File: src/rtl/add_pkg.sv
// Shared types and default sizes for the arbitrated adder front end.
// Both the top level and the testbench import this package.
package add_pkg;

    // Default operand/result width and default latency of the external adder.
    localparam int DW_DEFAULT      = 32;
    localparam int ADD_LAT_DEFAULT = 1;

    // The latency counter must hold the largest legal latency, which is 15.
    localparam int CNT_W = 4;

    // Operation sequencing: accept operands, wait for the adder, present the result.
    typedef enum logic [1:0] {
        IDLE = 2'd0,
        WAIT = 2'd1,
        RESP = 2'd2
    } state_t;

endpackage

File: src/rtl/add_arb_rr_arb2.sv
// Two-way round-robin arbiter.
// The ptr input names the requester that wins when both ask at once.
// A lone requester is always granted, whatever ptr says.
// No grant is issued while en is low.
module rr_arb2 (
    input  logic       en,
    input  logic [1:0] req,
    input  logic       ptr,
    output logic [1:0] gnt
);

    // Pick at most one requester: the preferred one on a tie, otherwise whoever is asking.
    always_comb begin
        gnt = 2'b00;
        if (en) begin
            if (req == 2'b11) begin
                gnt = ptr ? 2'b10 : 2'b01;
            end else begin
                gnt = req;
            end
        end
    end

endmodule

File: src/rtl/add_arb.sv
// Arbitrated front end for one shared external adder.
// Two requesters offer operand pairs, and one operation is in flight at a time.
// The adder result is captured once the adder latency has elapsed.
// It is then presented to the requester that issued it until that requester takes it.
// Requesters are served round-robin, so neither can starve the other.
module add_arb
    import add_pkg::*;
#(
    parameter int DW      = DW_DEFAULT,
    parameter int ADD_LAT = ADD_LAT_DEFAULT
) (
    input  logic          clk,
    input  logic          rst,

    input  logic          req0_valid,
    output logic          req0_ready,
    input  logic [DW-1:0] req0_a,
    input  logic [DW-1:0] req0_b,

    input  logic          req1_valid,
    output logic          req1_ready,
    input  logic [DW-1:0] req1_a,
    input  logic [DW-1:0] req1_b,

    output logic          rsp0_valid,
    input  logic          rsp0_ready,
    output logic          rsp1_valid,
    input  logic          rsp1_ready,
    output logic [DW-1:0] rsp_sum,

    output logic [DW-1:0] add_in1,
    output logic [DW-1:0] add_in2,
    input  logic [DW-1:0] add_out,

    output logic          busy
);

    localparam logic [CNT_W-1:0] LAT_LOAD = CNT_W'(ADD_LAT);

    state_t           state_q;
    logic             ptr_q;
    logic             sel_q;
    logic [CNT_W-1:0] cnt_q;
    logic [DW-1:0]    opa_q;
    logic [DW-1:0]    opb_q;
    logic [DW-1:0]    sum_q;
    logic             rsp0_valid_q;
    logic             rsp1_valid_q;
    logic             busy_q;

    logic             arb_en;
    logic [1:0]       arb_req;
    logic [1:0]       gnt;
    logic             rsp_hs;

    // Only offer a grant in IDLE and never while reset is applied.
    // An accept during reset would be thrown away, so ready must stay low then.
    assign arb_en  = (state_q == IDLE) && !rst;
    assign arb_req = {req1_valid, req0_valid};

    rr_arb2 u_rr_arb2 (
        .en  (arb_en),
        .req (arb_req),
        .ptr (ptr_q),
        .gnt (gnt)
    );

    assign req0_ready = gnt[0];
    assign req1_ready = gnt[1];

    // The operand registers feed the adder directly.
    // They only change on an accept, so the adder inputs stay still for the whole operation.
    assign add_in1    = opa_q;
    assign add_in2    = opb_q;

    assign rsp_sum    = sum_q;
    assign rsp0_valid = rsp0_valid_q;
    assign rsp1_valid = rsp1_valid_q;
    assign busy       = busy_q;

    // A responder's ready counts only while its own valid is high.
    // A ready from the other side is ignored.
    assign rsp_hs = (rsp0_valid_q && rsp0_ready) || (rsp1_valid_q && rsp1_ready);

    // Operation sequencer.
    // It latches the granted operands and counts down the adder latency.
    // It captures the sum, holds it until the issuing requester takes it, then hands priority to the other requester.
    always_ff @(posedge clk) begin
        if (rst) begin
            state_q      <= IDLE;
            ptr_q        <= 1'b0;
            sel_q        <= 1'b0;
            cnt_q        <= '0;
            opa_q        <= '0;
            opb_q        <= '0;
            sum_q        <= '0;
            rsp0_valid_q <= 1'b0;
            rsp1_valid_q <= 1'b0;
            busy_q       <= 1'b0;
        end else begin
            case (state_q)
                IDLE: begin
                    if (gnt[1]) begin
                        sel_q <= 1'b1;
                        opa_q <= req1_a;
                        opb_q <= req1_b;
                    end else if (gnt[0]) begin
                        sel_q <= 1'b0;
                        opa_q <= req0_a;
                        opb_q <= req0_b;
                    end
                    if (gnt != 2'b00) begin
                        cnt_q   <= LAT_LOAD;
                        state_q <= WAIT;
                        busy_q  <= 1'b1;
                    end
                end
                WAIT: begin
                    cnt_q <= cnt_q - 1'b1;
                    if (cnt_q == CNT_W'(1)) begin
                        sum_q        <= add_out;
                        state_q      <= RESP;
                        rsp0_valid_q <= !sel_q;
                        rsp1_valid_q <= sel_q;
                    end
                end
                RESP: begin
                    if (rsp_hs) begin
                        state_q      <= IDLE;
                        ptr_q        <= !sel_q;
                        rsp0_valid_q <= 1'b0;
                        rsp1_valid_q <= 1'b0;
                        busy_q       <= 1'b0;
                    end
                end
                default: begin
                    state_q      <= IDLE;
                    rsp0_valid_q <= 1'b0;
                    rsp1_valid_q <= 1'b0;
                    busy_q       <= 1'b0;
                end
            endcase
        end
    end

endmodule

File: config.mk
export PLATFORM = sky130hd
export DESIGN_NAME = add_arb
export DESIGN_NICKNAME = d
export VERILOG_FILES = /design/src/rtl/add_pkg.sv /design/src/rtl/add_arb_rr_arb2.sv /design/src/rtl/add_arb.sv
export SDC_FILE = /design/constraint.sdc
export NUM_CORES = 1
export LEC_CHECK = 0
export ABC_AREA = 1
export BUFFER_PORTS_ARGS = -buffer_cell sky130_fd_sc_hd__buf_2
export CORE_UTILIZATION = 29
export CTS_CLUSTER_SIZE = 16
export DETAILED_ROUTE_END_ITERATION = 8
export GPL_TIMING_DRIVEN = 0
export PLACE_DENSITY = 0.67
export SYNTH_ARGS = -nofsm -noshare
export SYNTH_HDL_FRONTEND = slang
export SYNTH_HIERARCHICAL = 1
export SYNTH_SLANG_ARGS = --single-unit
File: constraint.sdc
create_clock -name clk -period 2 [get_ports clk]
set_clock_uncertainty 0.15 [all_clocks]
set_input_delay 0.4 -clock clk [delete_from_list [all_inputs] [get_ports clk]]
set_output_delay 0.4 -clock clk [all_outputs]
set_load 0.02 [all_outputs]
# ---- After elaboration in Yosys (flattened, before gate mapping)
# Index checks and enable logic that the tools add are counted.
dict set report totals {
  input_bits 166
  register_bits 107
  elab_cells 58
}
dict set report op_classes {
  add_sub_neg 1
  eq_ne 7
  n_reduce_logical 16
  bitwise 2
  n_mux 22
}
# cell n
set ops {}
lappend ops {{32-bit two-way mux} 4}
lappend ops {{2-bit two-way mux} 6}
lappend ops {{1-bit case mux with 3 select lines} 3}
lappend ops {{3-bit AND reduction} 3}
lappend ops {{4-bit case mux with 2 select lines} 1}
lappend ops {{2-bit AND reduction} 4}
lappend ops {{1-bit two-way mux} 6}
lappend ops {{2-bit case mux with 3 select lines} 1}
lappend ops {{2-bit equality test, second input constant} 2}
lappend ops {{4-bit by 1-bit equality test with 1-bit output, second input constant} 1}
lappend ops {{4-bit two-way mux} 1}
lappend ops {{2-bit != test, second input constant} 2}
lappend ops {{2-bit nonzero test} 2}
lappend ops {{4-bit by 1-bit subtractor with 4-bit output, second input constant} 1}
lappend ops {{1-bit logical AND} 3}
lappend ops {{2-bit by 1-bit equality test with 1-bit output, second input constant} 1}
lappend ops {{1-bit logical NOT} 2}
lappend ops {{2-bit logical NOT} 1}
lappend ops {{2-bit by 1-bit != test with 1-bit output, second input constant} 1}
lappend ops {{1-bit NOT} 2}
lappend ops {{1-bit logical OR} 1}

# ---- Longest topological paths before layout
dict set report logic_depth {
  ltp_word 6
  ltp_mapped 12
  depth_no_buf 11
}

# ---- Cells and area by module
# The synthesis kept the hierarchy.
# module instances area_per_inst_um2 cells_per_inst
set by_module_without_submodules {}
lappend by_module_without_submodules {add_arb 1 4269.1 564}
lappend by_module_without_submodules {rr_arb2 1 21.3 5}

# ---- Least setup slack after synthesis
# Ideal clock, no wire load.
dict set report synth_path {
  path_type {input port to flip-flop}
  start {input port rst}
  end {register opa_q[0], in the netlist add_in1[0]}
  path_buffers 3
  arrival_time_ps 2058
  setup_ps 74
  cell_stages 8
  setup_slack_ps -282
  t_required_ps 1776
  path_cell_list {buf_2 nor2_1 nand2_1 a21oi_1 buf_4 clkbuf_1 nand2_1 a31oi_1}
}
dict set report synth_between {
  elab_chain_len 5
}
# element line_no
set synth_lines {}
lappend synth_lines {{start, declared} add_arb.sv:13} ;# input logic rst,
lappend synth_lines {{1-bit logical NOT *} add_arb.sv:58} ;# assign arb_en = (state_q == IDLE) && !rst;
lappend synth_lines {{1-bit logical AND *} add_arb.sv:58}
lappend synth_lines {{via arb_en} add_arb.sv:51} ;# logic arb_en;
lappend synth_lines {{2-bit two-way mux *} add_arb_rr_arb2.sv:15} ;# if (en) begin
lappend synth_lines {{via req1_ready} add_arb.sv:21} ;# output logic req1_ready,
lappend synth_lines {{2-bit nonzero test (no source line)} --}
lappend synth_lines {{2-bit AND reduction (no source line)} --}
lappend synth_lines {{end signal, assigned} add_arb.sv:105} ;# opa_q <= req1_a;
lappend synth_lines {{end signal, assigned} add_arb.sv:109} ;# opa_q <= req0_a;
lappend synth_lines {{end, declared} add_arb.sv:44} ;# logic [DW-1:0] opa_q;
# The timed path passes the listed nets; every way through them passes the cells marked *.
# A chain may end at the register's enable or synchronous reset.

# ---- Worst setup path in the final report
dict set report layout_path {
  start {register state_q[1]}
  end {output port req1_ready}
}
dict set report layout_between {
  elab_chain_len 3
}
# element line_no
set layout_lines {}
lappend layout_lines {{start, declared} add_arb.sv:40} ;# state_t state_q;
lappend layout_lines {{start signal, assigned} add_arb.sv:90} ;# state_q <= IDLE;
lappend layout_lines {{start signal, assigned} add_arb.sv:114} ;# state_q <= WAIT;
lappend layout_lines {{start signal, assigned} add_arb.sv:122} ;# state_q <= RESP;
lappend layout_lines {{2-bit logical NOT} add_arb.sv:58}
lappend layout_lines {{1-bit logical AND} add_arb.sv:58}
lappend layout_lines {{via arb_en} add_arb.sv:51}
lappend layout_lines {{2-bit two-way mux} add_arb_rr_arb2.sv:15}
lappend layout_lines {{end, declared} add_arb.sv:21}
# The timed path passes the listed nets, and every way through them passes these cells.

==> flow_summary.ini <==
[worst_setup_path]
reg2reg_slack_ns = 0.08
timing_worst_setup_path_type = reg -> out
worst-path-max-fanout = 3
cp-end-kind = primary output
r2r_end = add_in2[18]
cp_data_required_time_ns = 1.45
start_kind = register
arrival_ns = 1.39
r2r_cells = 11
r2r-start = state_q[1]

[placement]
place_ws_ns = -0.365
dpl.cell_count = 1018
dp_hpwl_mm = 11.3
portBuffers = 265
gp_congestion = 0.768

[floorplan]
initial_utilization_pct = 29.6
coreArea_sq_um = 14500
fp.dieW_um = 124
num_rows = 44
die_height_um = 124
dieArea_sq_um = 15300
ios = 267

[timing]
holdWs_ns = 0.153
hold_violations = 0
setup_violations = 0
rsz0062_at_grt = true
finalMaxSlewViolations = 0
min_period_over_period_pct = 97.2
max-slew-margin-rel_pct = 61.1
tightest_slew_ns = 0.583
fmax_mhz = 514
final.min_clock_period_ns = 1.94
finalWorstSetupSlack_ns = 0.0556

[cts]
holdBufCountCts = 0
cts_buffers = 9
cts_root_buf = clkbuf_16
clk_latency_ns = 0.35
clockBufferDepth = 2
clock_sink_count = 107
htreeDepth = 3
cts_tree = built
clk_pin_slew_ns = 0.07

[cells_and_area]
syn_to_final_growth_pct = 53.8
n_antenna_cell = 0
finalNonFillerCells = 1054
drive_gt1_share_pct = 40.9
layout.nets = 1033
fillCellCount = 1497

[hold_path]
min_path_cells = 3
holdPathEnd = rsp_sum[31]
hp-class = in -> reg
holdCritStartpoint = add_out[31]

[logic_synthesis]
synth_top_area_cell = dfxtp_1
async_flop_share_pct = 0
synth_edf_count = 0
syn_inst = 569
yosysSeqAreaShare_pct = 49.9
synth_nets = 737
ys_warn_count = 6
yosys-top-cells-count = 145 x nand2_1, 107 x dfxtp_1, 75 x o21ai_0
synthTopCellsByArea = dfxtp_1 50%, nand2_1 13%, a31oi_1 9.3%
ys_types = 25
synth_seq_cells = 107
ys.flop_type = dfxtp_1
synth_area_sq_um = 4290
synth.most_common_cell = nand2_1
synth_top_area_share_pct = 49.9
synth.avg_cell_area_sq_um = 7.54

[run]
drv_cap = 0

[power]
p_leak_uw = 0.00322
powerDensity_nw_per_um2 = 907
ir_drop_uv = 705
totalPowerFinal_uw = 5990

[detailed_routing]
drtPass1Iterations = 4
drc = 0
vias = 4950
first_iter_violations = 203
wl_mm = 15.3
post_drt_wl_per_cell_um = 14.5
vias_per_cell = 4.70
final_antenna_net_count = 0

[global_route]
grt_pass1_wl_mm = 22.6
grt_antenna_before_repair = 0
grt_max_degree = 19
grt_pass1_vias = 4487
grt-ovfl-total = 0
grt_use_total_pct = 19.3

[outcome]
status = finished clean
through the flow:
stage	util (%)	setup TNS, ns	area, sq um
after floorplan	-	0	4310
after global placement	40.5	-20.02	5860
after detailed placement	40.5	-20.75	5860
after CTS	44.1	0	6380
after global routing	45.6	-0.115	6600
final	45.6	0	6600
critical path, stage by stage (launching register included):
cell and delay, ns:
dfxtp_2 0.33, inv_2 0.07, nand2_4 0.06, nor2_4 0.11
nand2_2 0.07, a21oi_4 0.17, buf_6 0.12, buf_6 0.10
area by class of cell:
type	instances	area, sq um	area share [%]
flip-flops and latches	107	2140	32.5
well taps	184	230	3.49
multi-input cells	407	1960	29.7
inverters	11	41.3	0.626
clock buffers	11	253	3.83
repair buffers	285	1590	24.1
clock inverters	5	42.5	0.645
plain buffers	44	337	5.10
flip-flops by register name, indices dropped and copies added, names as in the netlist:
register,flops
add_in2,32
rsp_sum,32
rsp0_valid,1
cnt_q,4
add_in1,32
sel_q,1
rsp1_valid,1
busy,1
state_q,2
ptr_q,1
worst max-delay path by stage:
| stage | slack (ns) | to | from |
|---|---|---|---|
| after floorplan | 0.03 | add_in2[10] | rst |
| after global placement | -0.35 | add_in1[28] | rst |
| after detailed placement | -0.37 | add_in1[3] | rst |
| after CTS | 0.008 | add_in2[18] | state_q[1] |
| after global routing | -0.04 | add_in2[18] | state_q[1] |
| final | 0.06 | req1_ready | state_q[1] |
power by group:
group          internal, uW  leakage (uW)  switching (uW)  total, uW
logic                   723       0.00219             975       1700
registers              2380      0.000877             125       2500
clock network           933      0.000148             853       1790
logic make-up after synthesis:
group | after synthesis | synth area share, %
and+or+nand+nor | 229 | 21.1
AOI/OAI and AO/OA | 176 | 22.5
DFF | 107 | 49.9
buffers and inverters | 55 | 5.83
adders and majority gates | 2 | 0.583
cell usage in the layout, fill, tap and decap left out, types with 2 or more instances in the layout:
cell type / n
nand3_1: 6
buf_8: 6
buf_12: 2
dfxtp_2: 2
inv_6: 2
o21ai_2: 5
nand2_1: 144
nor2_1: 68
buf_6: 10
ha_1: 2
inv_1: 6
a31oi_1: 64
clkbuf_8: 2
clkbuf_2: 10
dfxtp_1: 105
a21oi_2: 2
or2_2: 2
buf_4: 16
nor2_4: 4
clkbuf_1: 12
o21ai_0: 71
buf_2: 266
o21ai_1: 23
clkbuf_16: 13
a21oi_1: 8
inv_2: 4
repair_timing:
| item | 4_1_cts | 5_1_grt |
|---|---|---|
| gates resized for setup | 43 | 39 |
| buffers inserted | 10 | 5 |
| cloned | 1 | 4 |
| hold endpoints to repair | 0 | 0 |
| pin swaps | 5 | 4 |
| setup endpoints to repair | 73 | 72 |
metal layers:
| layer | up-vias | track usage [%] | wire length (um) |
|---|---|---|---|
| met1 | 2197 | 22.8 | 6420 |
| met4 | 0 | 6.17 | 245 |
| met3 | 16 | 5.91 | 1360 |
| li1 | 2514 | - | - |
| met2 | 223 | 33.3 | 7290 |
| met5 | - | 0 | 0 |
Note: power is estimated with default switching activity, not from simulation.
